File: src/rtl/mod_id_ex.sv
// rtl/mod_id_ex.sv - ID/EX stage register with MEM/WB forwarding, load-use bubbles and a bubble counter

module mod_id_ex #(
  parameter int DW  = 32,
  parameter int OPW = 4,
  parameter int CW  = 16
) (
  input  logic           iClk,
  input  logic           iReset_n,
  input  logic           iValid,
  input  logic [31:0]    iPC,
  input  logic [DW-1:0]  iRsData,
  input  logic [DW-1:0]  iRtData,
  input  logic [DW-1:0]  iImm,
  input  logic [4:0]     iShamt,
  input  logic [OPW-1:0] iALUOp,
  input  logic           iSrcBImm,
  input  logic [4:0]     iRsAddr,
  input  logic [4:0]     iRtAddr,
  input  logic           iUseRs,
  input  logic           iUseRt,
  input  logic [4:0]     iWriteAddr,
  input  logic           iRegWrite,
  input  logic           iMemRead,
  input  logic           iMemWrite,
  input  logic           iStall,
  input  logic           iFlush,
  input  logic           iFwdMemWe,
  input  logic [4:0]     iFwdMemAddr,
  input  logic [DW-1:0]  iFwdMemData,
  input  logic           iFwdWbWe,
  input  logic [4:0]     iFwdWbAddr,
  input  logic [DW-1:0]  iFwdWbData,
  output logic [DW-1:0]  oNumber1,
  output logic [DW-1:0]  oNumber2,
  output logic [4:0]     oShamt,
  output logic [OPW-1:0] oALUOp,
  output logic [DW-1:0]  oStoreData,
  output logic           oValid,
  output logic           oRegWrite,
  output logic           oMemRead,
  output logic           oMemWrite,
  output logic [4:0]     oWriteAddr,
  output logic [31:0]    oPC,
  output logic           oLoadUse,
  output logic [CW-1:0]  oBubbleCount
);

  typedef struct packed {
    logic           valid;
    logic [31:0]    pc;
    logic [DW-1:0]  rsData;
    logic [DW-1:0]  rtData;
    logic [DW-1:0]  imm;
    logic [4:0]     shamt;
    logic [OPW-1:0] aluOp;
    logic           srcBImm;
    logic [4:0]     rsAddr;
    logic [4:0]     rtAddr;
    logic           useRs;
    logic           useRt;
    logic [4:0]     writeAddr;
    logic           regWrite;
    logic           memRead;
    logic           memWrite;
  } stage_t;

  stage_t        rStage;
  stage_t        dStage;
  logic [CW-1:0] rBubbleCount;
  logic          loadUse;
  logic          insertBubble;
  logic [DW-1:0] fwdRs;
  logic [DW-1:0] fwdRt;
  logic          unusedUseBits;

  always_comb begin
    dStage           = '0;
    dStage.valid     = iValid;
    dStage.pc        = iPC;
    dStage.rsData    = iRsData;
    dStage.rtData    = iRtData;
    dStage.imm       = iImm;
    dStage.shamt     = iShamt;
    dStage.aluOp     = iALUOp;
    dStage.srcBImm   = iSrcBImm;
    dStage.rsAddr    = iRsAddr;
    dStage.rtAddr    = iRtAddr;
    dStage.useRs     = iUseRs;
    dStage.useRt     = iUseRt;
    dStage.writeAddr = iWriteAddr;
    dStage.regWrite  = iRegWrite;
    dStage.memRead   = iMemRead;
    dStage.memWrite  = iMemWrite;
  end

  // A load in this stage cannot feed the instruction behind it; that one must wait a cycle.
  assign loadUse = rStage.valid & rStage.memRead & (rStage.writeAddr != 5'd0) & iValid &
                   ((iUseRs & (iRsAddr == rStage.writeAddr)) |
                    (iUseRt & (iRtAddr == rStage.writeAddr)));

  assign insertBubble = ~iStall & (iFlush | loadUse);

  // A bubble is the all-zero stage image, which also reads as ALU op add.
  always_ff @(posedge iClk or negedge iReset_n) begin
    if (!iReset_n) begin
      rStage <= '0;
    end else if (!iStall) begin
      rStage <= insertBubble ? '0 : dStage;
    end
  end

  always_ff @(posedge iClk or negedge iReset_n) begin
    if (!iReset_n) begin
      rBubbleCount <= '0;
    end else if (insertBubble && (rBubbleCount != '1)) begin
      rBubbleCount <= rBubbleCount + CW'(1);
    end
  end

  // MEM is the younger result, so it wins over WB; register 0 is hardwired and never forwarded.
  always_comb begin
    fwdRs = rStage.rsData;
    if (iFwdMemWe && (iFwdMemAddr != 5'd0) && (iFwdMemAddr == rStage.rsAddr)) begin
      fwdRs = iFwdMemData;
    end else if (iFwdWbWe && (iFwdWbAddr != 5'd0) && (iFwdWbAddr == rStage.rsAddr)) begin
      fwdRs = iFwdWbData;
    end
  end

  always_comb begin
    fwdRt = rStage.rtData;
    if (iFwdMemWe && (iFwdMemAddr != 5'd0) && (iFwdMemAddr == rStage.rtAddr)) begin
      fwdRt = iFwdMemData;
    end else if (iFwdWbWe && (iFwdWbAddr != 5'd0) && (iFwdWbAddr == rStage.rtAddr)) begin
      fwdRt = iFwdWbData;
    end
  end

  // The use bits are kept with the instruction but nothing in EX consumes them yet.
  assign unusedUseBits = rStage.useRs ^ rStage.useRt;

  assign oNumber1     = fwdRs;
  assign oNumber2     = rStage.srcBImm ? rStage.imm : fwdRt;
  assign oStoreData   = fwdRt;
  assign oShamt       = rStage.shamt;
  assign oALUOp       = rStage.aluOp;
  assign oValid       = rStage.valid;
  assign oRegWrite    = rStage.regWrite;
  assign oMemRead     = rStage.memRead;
  assign oMemWrite    = rStage.memWrite;
  assign oWriteAddr   = rStage.writeAddr;
  assign oPC          = rStage.pc;
  assign oLoadUse     = loadUse;
  assign oBubbleCount = rBubbleCount;

endmodule
File: config.mk
export PLATFORM = sky130hd
export DESIGN_NAME = mod_id_ex
export DESIGN_NICKNAME = d
export VERILOG_FILES = /design/src/rtl/mod_id_ex.sv
export SDC_FILE = /design/constraint.sdc
export NUM_CORES = 1
export LEC_CHECK = 0
export ABC_AREA = 0
export CELL_PAD_IN_SITES_DETAIL_PLACEMENT = 1
export CELL_PAD_IN_SITES_GLOBAL_PLACEMENT = 2
export CORE_MARGIN = 4
export CORE_UTILIZATION = 28
export CTS_CLUSTER_SIZE = 40
export DETAILED_ROUTE_END_ITERATION = 12
export PLACE_DENSITY_LB_ADDON = 0.1
export SYNTH_ARGS = -nofsm -noshare
export SYNTH_HDL_FRONTEND = slang
export SYNTH_SLANG_ARGS = --single-unit
File: constraint.sdc
create_clock -name iClk -period 5 [get_ports iClk]
set_input_delay 0.5 -clock iClk [delete_from_list [all_inputs] [get_ports iClk]]
set_output_delay 0.5 -clock iClk [all_outputs]
set_load 0.02 [all_outputs]
=== Word level (Yosys, flattened, before mapping) ===
Cells that the tools add are included.
W data, S select, Z words.

* Flip-flop bits (word level): 173
* Input port bits: 239
* Output and inout port bits: 163
* Logic and storage cells: 49

* Add/sub/neg operators: 1
* Equal/unequal tests: 7
* Mux-type cells: 6
* Bitwise gates (word level): 10
* Reductions and logical operators: 10

{| class="wikitable"
|+ Operator list
! cell !! count
|-
| $mux W32 || 5
|-
| $mux W159 || 1
|-
| $eq A5 B5 Y1 || 6
|-
| $add A16 B1 Y16 const B || 1
|-
| $ne A16 B16 Y1 const B || 1
|-
| $reduce_bool A5 Y1 || 3
|-
| $and A1 B1 Y1 || 7
|-
| $logic_and A1 B1 Y1 || 7
|-
| $or A1 B1 Y1 || 2
|-
| $not A1 Y1 || 1
|}

=== Depth between registers and ports, before layout ===
Gate-level depths: netlist of run 1.

* Depth in word-level cells: 7
* Gate-level depth with buffers: 8
* Mapped depth without buffers: 7

=== Worst setup path before layout of run 1 ===
OpenSTA, ideal clock, no wires.

* Path kind: input to output
* From: input port iFwdMemAddr[1]
* To: output port oNumber2[13]
* Arrival time: 2.319 ns
* Required time: 4.500 ns
* Slack: 2.181 ns
* Stages: 8
* Buffers on the path: 2
* Path through: or4_1 o21ai_1 or4_1 buf_4 buf_4 nor2_1 a21oi_1 mux2_2

* Cells in the longest elaborated chain, start to end: 5
* Elaborated cells between the ends (all ways): 6
* Classes of those cells: eq/ne: 1; mux: 2; reduce/logical: 3

{| class="wikitable"
|+ RTL lines
! element !! RTL line !! source
|-
| start, declared || 29 || <nowiki>input logic [4:0] iFwdMemAddr,</nowiki>
|-
| $reduce_bool A5 Y1 || 133 || <nowiki>if (iFwdMemWe && (iFwdMemAddr != 5'd0) && (iFwdMemAddr == rStage.rtAddr)) begin</nowiki>
|-
| $logic_and A1 B1 Y1 || 133 ||
|-
| $logic_and A1 B1 Y1 (*) || 133 ||
|-
| $mux W32 (*) || 133 ||
|-
| named net oStoreData[13] || 38 || <nowiki>output logic [DW-1:0] oStoreData,</nowiki>
|-
| $mux W32 (*) || 144 || <nowiki>assign oNumber2 = rStage.srcBImm ? rStage.imm : fwdRt;</nowiki>
|-
| end, declared || 35 || <nowiki>output logic [DW-1:0] oNumber2,</nowiki>
|}

The timed path passes the listed nets; every way through them passes the cells marked *.

=== Worst setup path in the final report of run 1 ===
* From: input port iFwdMemAddr[1]
* To: output port oNumber2[1]

* Cells in the longest elaborated chain, start to end: 5
* Elaborated cells between the ends (all ways): 6
* Classes of those cells: eq/ne: 1; mux: 2; reduce/logical: 3

{| class="wikitable"
|+ RTL lines
! element !! RTL line
|-
| $reduce_bool A5 Y1 || 133
|-
| $logic_and A1 B1 Y1 || 133
|-
| $logic_and A1 B1 Y1 (*) || 133
|-
| $mux W32 (*) || 133
|-
| $mux W32 (*) || 144
|}

Mark *: on every way between the ends. The rest lies on a longest branch, timed or not.

==> results.ini, run 1 <==
[logic_synthesis]
synthTopCellsByArea=dfrtp_1, mux2i_1, nor2_1
syn_area_um2=9410
synth_area_leader_cell=dfrtp_1
synth.top_cells.by_count=mux2i_1, dfrtp_1, nor2_1
ys_ff_latch=173
synth_seq_area_share_pct=46.0
postSynthCellCount=871
synth_edf_count=0
synth_flop_cell=dfrtp_1
async_flop_share_pct=100
yosysWarnings=0
yosys.cell_types.count=39
syn_area_per_cell_um2=10.8
synth_nets=1111
synth.most_common_cell=mux2i_1
netlist.area_leader.share_pct=46.0

[sta]
min_period_ns=4.37
hold_violations=0
setup_viol=0
hold_slack_ns=0.0119
setup-tns-final_ns=0
maxSlewViolCount=0
maxSlewHeadroom_pct=32.5
rsz0062_at_grt=no
post-route-period-util_pct=87.3
fmax_ghz=0.229
tightest_slew_ns=1.01
fin_skew_ns=0.00932

[die]
die_x_um=191
floorplan.initialDensity_pct=28.6
dieArea_um2=36600
die_h_um=191
core_region_area_um2=32900
io_pins=402
std_cell_rows=66

[global_routing]
grt_pass1_wl_um=53400
grt_pass1_vias=8315
grt_max_degree=119
grt-ovfl-total=0
antenna_found_initial=14
grt_usage_pct=19.2

[drt]
first_iter_violations=314
drt-vias-per-instance=4.65
wl_per_cell_um=21.6
drt_pre_antenna_iters=4
antenna_left=0
num_vias=7711
route.detailed.drc=0
finalWirelength_um=35900

[worst_setup_path]
cpPeakStageDelay_ns=0.76
start_kind=primary input
critPathTopFamily=buffers and inverters
critPathCaptureType=output port
crit_arrival_ns=3.87
critPathMaxFanout=27
path_depth=9
cp_common_cell=clkdlybuf4s50_1
crit_required_ns=4.50
cp_slowest_cell=or4_2
rr_worst_depth=6
setup.worst_path.class=primary input to output port
worstPathCellList=clkdlybuf4s50_1 -> or4_1 -> o21ai_1 -> or4_2 -> buf_4 -> nor2_1 -> a21oi_1 -> mux2_2 -> clkdlybuf4s50_1
cp_num_buf_inv=3

[clock_tree]
clock-sinks=173
cts_resized=0
cts-root-buf=clkbuf_16
htreeDepth=4
clockBufferDepth=2
holdBufCountCts=0
cts_tree=yes
cts_setup_buffers=0
insertion_delay_ns=0.44
cts_buffers=17
clkTransAtPathRegs_ns=0.07

[flow_run]
maxCapViolations=0

[finish]
fill_cells=3637
nNetsFinal=1437
finalInstanceArea_um2=14000
area.growth.synth_to_final_pct=48.9
drive_gt1_share_pct=11.0
post-route-util_pct=42.6

[place]
hpwl_um=26100
io_buffers=401
gp_congestion=0.790
dpl_cell_area_um2=13500

[power]
power_density_nw_per_um2=294
peakVddDrop_uv=221
p_total_mw=4.13
p_leak_nw=5.87

[hold_path]
hold_class=primary input to async pin

[outcome]
outcome=complete, no violations

## through the flow
| step | setup slack, ns | std cells |
|---|---|---|
| 2_1_floorplan | 2.18 | 871 |
| 3_3_place_gp | 0.633 | 1620 |
| 3_5_place_dp | 0.595 | 1620 |
| 4_1_cts | 0.589 | 1652 |
| 5_1_grt | 0.425 | 1658 |
| 6_report | 0.633 | 1659 |
## kinds of logic after synthesis
family	after synthesis	share of synthesized area, %
muxes	209	22.7
DFF	173	46.0
buffers and inverters	105	7.38
adders and majority gates	1	0.133
xor gates and xnor gates	44	4.09
and+or+nand+nor	224	10.5
AOI/OAI and AO/OA	115	9.28
## layout make-up
cell class                      instances  area (um2)  area share (%)
Antenna cell                            7        17.5           0.125
Clock buffer                           17         425            3.03
Clock inverter                         15         115           0.821
Multi-Input combinational cell        593        4410            31.5
Sequential cell                       173        4330            30.9
Tap cell                              442         553            3.95
Timing Repair Buffer                  412        4170            29.7
## where the power goes
group | switching (mW) | internal [mW] | total, mW
combinational | 0.567 | 0.641 | 1.21
clock | 0.627 | 0.643 | 1.27
sequential | 0.118 | 1.53 | 1.65
## routing by layer
layer | global-route usage, % | up-vias | wire (um)
met5 | 0 | - | 106
met4 | 5.52 | 14 | 535
met3 | 7.14 | 41 | 3070
met2 | 31.1 | 250 | 16900
met1 | 24.1 | 3759 | 15300
li1 | - | 3647 | -
## final timing paths
kind | start | to | slack (ns)
worst max register to register | oWriteAddr[3]$_DFFE_PN0N_ | rStage[62]$_DFFE_PN0N_ | 2.18
worst min register to register | oBubbleCount[6]$_DFFE_PN0P_ | oBubbleCount[6]$_DFFE_PN0P_ | 0.50
max in group asynchronous | iReset_n | oPC[20]$_DFFE_PN0N_ | 3.88
worst min-delay path | iReset_n | rStage[35]$_DFFE_PN0N_ | 0.01
min in group iClk | oBubbleCount[6]$_DFFE_PN0P_ | oBubbleCount[6]$_DFFE_PN0P_ | 0.50
worst max-delay path | iFwdMemAddr[1] | oNumber2[1] | 0.63
## placed cells by master, fill, tap and decap left out, drive strengths merged, types with 6 or more instances in the layout
master	count
mux2i	175
clkbuf	19
nand3	14
clkdlybuf4s50	399
nor2	145
dfrtp	173
xnor2	28
xor2	16
clkinvlp	6
o21ai	34
nand2	36
a22o	46
buf	11
a21oi	32
mux2	34
diode	7
and3	8
## registers in the layout, summed over array words and instances, names as in the netlist
name	cells
oRegWrite	1
oWriteAddr	5
rStage	107
oPC	32
oBubbleCount	16
oMemWrite	1
oValid	1
oALUOp	4
oShamt	5
oMemRead	1
No activity file was read; power rests on OpenSTA's default activity.
==> inputs of run 2 (changes only) <==
- RECOVER_POWER: default -> 100
- SLEW_MARGIN: default -> 20
==> run 2 against run 1 <==
The flow now finishes with violations (capacitance limit, slew limit). Non-clock buffer count is the same. Core utilization down 0.13 points. Global-route usage unchanged. Maximum frequency fell by 4.0%. Register-to-register slack got worse by 1.3 ns. Sequential power barely moved. First-iteration DRC count decreased by 2.2%. Final area fell by 0.29%. Critical path type unchanged. Routed wire length decreased by 0.27%. Via count is 0.40% higher. Worst hold slack gained 0.49 ns. Largest power group unchanged.
==> results.ini, run 2 (same netlist as run 1, synthesis figures left out) <==
[outcome]
outcome=finished, violations left
failed_checks=capacitance limit, slew limit

[finish]
top_register=rStage
largest_reg_flops=107  ; unchanged
mostFrequentLayoutCells=clkdlybuf4s50_1, mux2i_1, dfrtp_1, dlygate4sd3_1, nor2_1
final_common_cell=clkdlybuf4s50_1
finalInstanceArea_um2=14000  ; -0.29%
area.growth.synth_to_final_pct=48.5
finalNonFillerCells=1659  ; unchanged
nNetsFinal=1437  ; unchanged
drive_gt1_share_pct=10.6  ; -0.41 points

[clock_tree]
cts_buffers=17  ; unchanged
htreeDepth=4  ; unchanged
cts_resized=0  ; unchanged
clock-sinks=173  ; unchanged
clkTransAtPathRegs_ns=0.07  ; about the same
holdBufCountCts=0  ; unchanged
cts_setup_buffers=0  ; unchanged
insertion_delay_ns=0.44  ; about the same
cts_tree=yes
clockBufferDepth=2  ; unchanged
cts-root-buf=clkbuf_16

[sta]
setup-tns-final_ns=0  ; unchanged
setup_viol=0  ; unchanged
post-route-period-util_pct=91.0  ; +3.7 points
fin_skew_ns=0.0105  ; +0.00118 ns
maxSlewHeadroom_pct=-128  ; -160 points
maxSlewViolCount=124  ; +124
rsz0062_at_grt=no
min_period_ns=4.55  ; +0.183 ns
setup_slack_ns=0.450  ; -0.183 ns
fmax_ghz=0.220  ; -4.0%
hold_violations=0  ; unchanged
tightest_slew_ns=3.42  ; +2.41 ns

[flow_run]
maxCapViolations=3  ; +3

[die]
std_cell_rows=66  ; unchanged
io_pins=402  ; unchanged
dieArea_um2=36600  ; unchanged
core_region_area_um2=32900  ; unchanged
die_x_um=191  ; unchanged
die_h_um=191  ; unchanged
floorplan.initialDensity_pct=28.6  ; unchanged

[global_routing]
grt_usage_pct=19.2  ; unchanged
grt_pass1_vias=8315  ; unchanged
grt-ovfl-total=0  ; unchanged
grt_pass1_wl_um=53400  ; unchanged
antenna_found_initial=14  ; unchanged
grt_max_degree=119  ; unchanged

[drt]
antenna_left=0  ; unchanged
finalWirelength_um=35800  ; -0.27%
drt-vias-per-instance=4.67  ; +0.40%
route.detailed.drc=0  ; unchanged
num_vias=7742  ; +0.40%
wl_per_cell_um=21.6  ; -0.27%
drt_pre_antenna_iters=4  ; unchanged
first_iter_violations=307  ; -2.2%

[power]
power_switching_mw=1.30  ; -0.79%
power_density_nw_per_um2=291  ; -1.3%
peakVddDrop_uv=220  ; -0.46%
seqPwrFrac_pct=40.6  ; +0.6 points
p_leak_nw=6.14  ; +4.7%
p_int_mw=2.76  ; -1.9%
p_total_mw=4.06  ; -1.6%
pwr-share-clk_pct=31.2  ; +0.4 points
comb_power_share_pct=28.3  ; -1.0 points
swShare_pct=32.0  ; +0.25 points

[worst_setup_path]
crit_arrival_ns=4.05  ; +0.18 ns
setup.worst_path.class=primary input to output port
critPathCaptureType=output port
start_kind=primary input
critPathMaxFanout=27  ; unchanged
crit_required_ns=4.50  ; about the same

[place]
dpl_cell_area_um2=13500  ; unchanged
placed_cells=1620  ; unchanged
hpwl_um=26100  ; unchanged
io_buffers=401  ; unchanged
gp_congestion=0.790  ; unchanged
pre_cts_ws_ns=0.595  ; unchanged

[hold_path]
hold_class=flip-flop to flip-flop

-- run 2: worst paths after layout --
check                                             from                     endpoint  slack [ns]  depth (start not counted)
max reg2reg                  oWriteAddr[3]$_DFFE_PN0N_       rStage[53]$_DFFE_PN0N_        0.89                          6
max in group asynchronous                     iReset_n       rStage[58]$_DFFE_PN0N_        1.85                          1
max                                     iFwdMemAddr[1]                  oNumber2[1]        0.45                          9
min                        oBubbleCount[6]$_DFFE_PN0P_  oBubbleCount[6]$_DFFE_PN0P_        0.50                          1
min in group asynchronous                     iReset_n       rStage[35]$_DFFE_PN0N_        1.21                          1
min reg2reg                oBubbleCount[6]$_DFFE_PN0P_  oBubbleCount[6]$_DFFE_PN0P_        0.50                          1
-- run 2: area by class of cell --
class                      instances  area, um2
fill                            3643      18900
multi-input combinational        593       4390
sequential                       173       4330
timing repair buffer             412       4150
tap                              442        553
clock buffer                      17        425
clock inverter                    15        115
antenna                            7       17.5
-- run 2: power by group through the flow --
stage	logic (mW)	registers (mW)	clock network, mW
2_1_floorplan	0.603	1.66	0
3_3_place_gp	1.21	1.68	0
3_5_place_dp	1.22	1.68	0
4_1_cts	1.23	1.65	1.32
5_1_grt	1.24	1.67	1.38
6_report	1.15	1.65	1.27
-- run 2: per-layer routing --
metal | routed length (um) | GRT usage, % | vias to the layer above | part of all wire, %
li1 | - | - | 3652 | -
met1 | 15300 | 24.1 | 3781 | 43
met2 | 16900 | 31.1 | 252 | 47
met3 | 2970 | 7.14 | 43 | 8.3
met4 | 538 | 5.52 | 14 | 1.5
met5 | 102 | 0 | - | 0.28
-- run 2: worst max-delay path, cell delays in order --
cell	delay, ns
clkdlybuf4s50_1	0.46
or4_1	0.52
o21ai_0	0.37
or4_2	0.79
buf_4	0.31
nor2_1	0.05
a21oi_1	0.15
mux2_2	0.19
dlygate4sd3_1	0.67
-- run 2: metrics by stage --
stage / utilization (%) / hold slack [ns]
after floorplan: - / 0.204
after global placement: 41.0 / 0.492
after detailed placement: 41.0 / 0.486
after CTS: 42.6 / 0.0256
after global routing: 42.5 / 0.523
final: 42.5 / 0.498
==> inputs of run 3 (changes only) <==
- REMOVE_ABC_BUFFERS: default -> 1
==> run 3 against run 2 <==
The flow still finishes with violations (capacitance limit, slew limit). Setup slack gained 0.16 ns. Combinational power is essentially flat. Worst hold slack lost 0.0046 ns. Non-clock buffer count is the same. Clock-buffer cell count is the same. Sequential cell count is the same. Global-route usage shrank 0.22 points. Critical endpoint is now oNumber2[28]. Largest cell class unchanged. Largest power group unchanged.
==> results.ini, run 3 (same netlist as run 1, synthesis figures left out) <==
[outcome]
outcome=finished, violations left
failed_checks=capacitance limit, slew limit

[clock_tree]
clkTransAtPathRegs_ns=0.07  ; about the same
cts_resized=0  ; unchanged
insertion_delay_ns=0.43  ; about the same
clock-sinks=173  ; unchanged
clockBufferDepth=2  ; unchanged
cts_buffers=17  ; unchanged
cts_setup_buffers=0  ; unchanged
cts-root-buf=clkbuf_16
htreeDepth=4  ; unchanged
cts_tree=yes
holdBufCountCts=0  ; unchanged

[power]
power_density_nw_per_um2=303  ; +4.2%
comb_power_share_pct=27.1  ; -1.2 points
pwr-share-clk_pct=34.2  ; +3.0 points
p_int_mw=2.93  ; +6.0%
seqPwrFrac_pct=38.7  ; -1.9 points
p_leak_nw=6.20  ; +0.87%
peakVddDrop_uv=208  ; -5.3%
swShare_pct=31.3  ; -0.75 points
p_total_mw=4.26  ; +4.8%
power_switching_mw=1.33  ; +2.3%

[sta]
hold_violations=0  ; unchanged
setup-tns-final_ns=0  ; unchanged
maxSlewHeadroom_pct=-71.0  ; +57 points
fmax_ghz=0.228  ; +3.6%
tightest_slew_ns=2.56  ; -0.853 ns
rsz0062_at_grt=no
maxSlewViolCount=152  ; +23%
min_period_ns=4.39  ; -0.157 ns
setup_viol=0  ; unchanged
post-route-period-util_pct=87.9  ; -3.1 points
fin_skew_ns=0.0128  ; +0.00228 ns

[hold_path]
hold_class=flip-flop to flip-flop
min_to=oBubbleCount[6]$_DFFE_PN0P_
hold_path_depth=1  ; unchanged
min_from=oBubbleCount[6]$_DFFE_PN0P_

[finish]
final_common_cell=clkdlybuf4s50_1
fill_cells=3644  ; +0.027%
drive_gt1_share_pct=10.7  ; +0.083 points
largest_reg_flops=107  ; unchanged
mostFrequentLayoutCells=clkdlybuf4s50_1, mux2i_1, dfrtp_1, dlygate4sd3_1, nor2_1
nNetsFinal=1437  ; unchanged
top_register=rStage
area.growth.synth_to_final_pct=49.3
finalNonFillerCells=1654  ; -0.30%
finalInstanceArea_um2=14100  ; +0.57%

[global_routing]
grt_pass1_vias=8483  ; +2.0%
grt_pass1_wl_um=53400  ; about the same
grt_use_met3_pct=7.18  ; +0.037 points
gr-usage-met1_pct=23.1  ; -0.93 points
grt_usage_pct=19.0  ; -0.22 points
grt-ovfl-total=0  ; unchanged
use_met2_pct=32.3  ; +1.3 points
busiest_layer=met2
grt_max_degree=94  ; -21%
antenna_found_initial=11  ; -3

[place]
dpl_cell_area_um2=13500  ; about the same
placed_cells=1620  ; unchanged
gp_congestion=0.747  ; -5.5%
io_buffers=401  ; unchanged
hpwl_um=25500  ; -2.3%

[worst_setup_path]
rr_worst_depth=6  ; unchanged
crit_required_ns=4.50  ; about the same
startpoint=iFwdMemAddr[1]
cp_slowest_cell=dlygate4sd3_1
critPathTopFamily=buffers and inverters
crit_arrival_ns=3.89  ; -0.16 ns
cp_num_buf_inv=3  ; unchanged
reg2reg_from=oWriteAddr[3]$_DFFE_PN0N_
cpPeakStageDelay_ns=0.68  ; -0.11 ns
path_depth=9  ; unchanged
worstPathCellList=clkdlybuf4s50_1 -> or4_1 -> o21ai_1 -> or4_2 -> clkbuf_1 -> nor2_1 -> a21oi_1 -> mux2_2 -> dlygate4sd3_1
r2r-end=rStage[100]$_DFFE_PN0N_
rrSetupSlack_ns=0.92  ; +0.03 ns
critPathMaxFanout=19  ; -30%
setup.worst_path.class=primary input to output port
start_kind=primary input
critPathCaptureType=output port

[flow_run]
maxCapViolations=3  ; unchanged

[die]
die_h_um=191  ; unchanged
floorplan.initialDensity_pct=28.6  ; unchanged
core_region_area_um2=32900  ; unchanged
dieArea_um2=36600  ; unchanged
io_pins=402  ; unchanged
std_cell_rows=66  ; unchanged
die_x_um=191  ; unchanged

[drt]
drt-vias-per-instance=4.67  ; about the same
num_vias=7723  ; -0.25%
antenna_left=0  ; unchanged
drt_pre_antenna_iters=4  ; unchanged
first_iter_violations=245  ; -20%
finalWirelength_um=35400  ; -1.1%
wl_per_cell_um=21.4  ; -0.81%
route.detailed.drc=0  ; unchanged

run 3: changes by cell type in the layout (fill, tap and decap cells not counted), sizes merged:
| cell | previous run | this run |
|---|---|---|
| clkdlybuf4s50 | 241 | 240 |
| inv | 5 | 9 |
| dlygate4sd3 | 158 | 159 |
| diode | 7 | 2 |
| clkinv | 4 | 0 |
| bufinv | 0 | 3 |
| clkinvlp | 6 | 3 |
run 3: layout make-up:
cell class,count,area (um2),share of cell area (%)
diodes,2,5.00,0.0356
clock buffers,17,425,3.03
clock inverters,15,201,1.43
multi-input cells,593,4390,31.3
flip-flops and latches,173,4330,30.8
well taps,442,553,3.93
repair buffers,412,4150,29.5
run 3: worst max-delay path by stage:
| stage | end |
|---|---|
| after global routing | oNumber2[28] |
| after floorplan | oNumber1[0] |
| after CTS | oNumber2[26] |
| final | oNumber2[28] |
| after detailed placement | oNumber2[26] |
| after global placement | oNumber2[26] |
run 3: per-stage QoR:
stage | worst slack [ns] | util [%] | hold WS (ns)
global route | 0.368 | 42.8 | 0.525
global placement | 0.877 | 40.9 | 0.486
floorplan | 0.383 | - | 0.204
finish | 0.606 | 42.8 | 0.493
detailed placement | 0.790 | 40.9 | 0.483
CTS | 0.769 | 42.9 | 0.215
run 3: per-layer routing:
layer	vias up	wire length, um
met2	245	17200
met5	-	98
met3	31	2810
met4	14	388
li1	3638	-
met1	3795	15000
run 3: power by group through the flow:
stage,logic [mW],registers (mW),clock network (mW)
finish,1.15,1.65,1.46
floorplan,0.478,1.71,0
detailed placement,1.23,1.68,0
CTS,1.23,1.65,1.51
global route,1.25,1.67,1.57
global placement,1.21,1.67,0
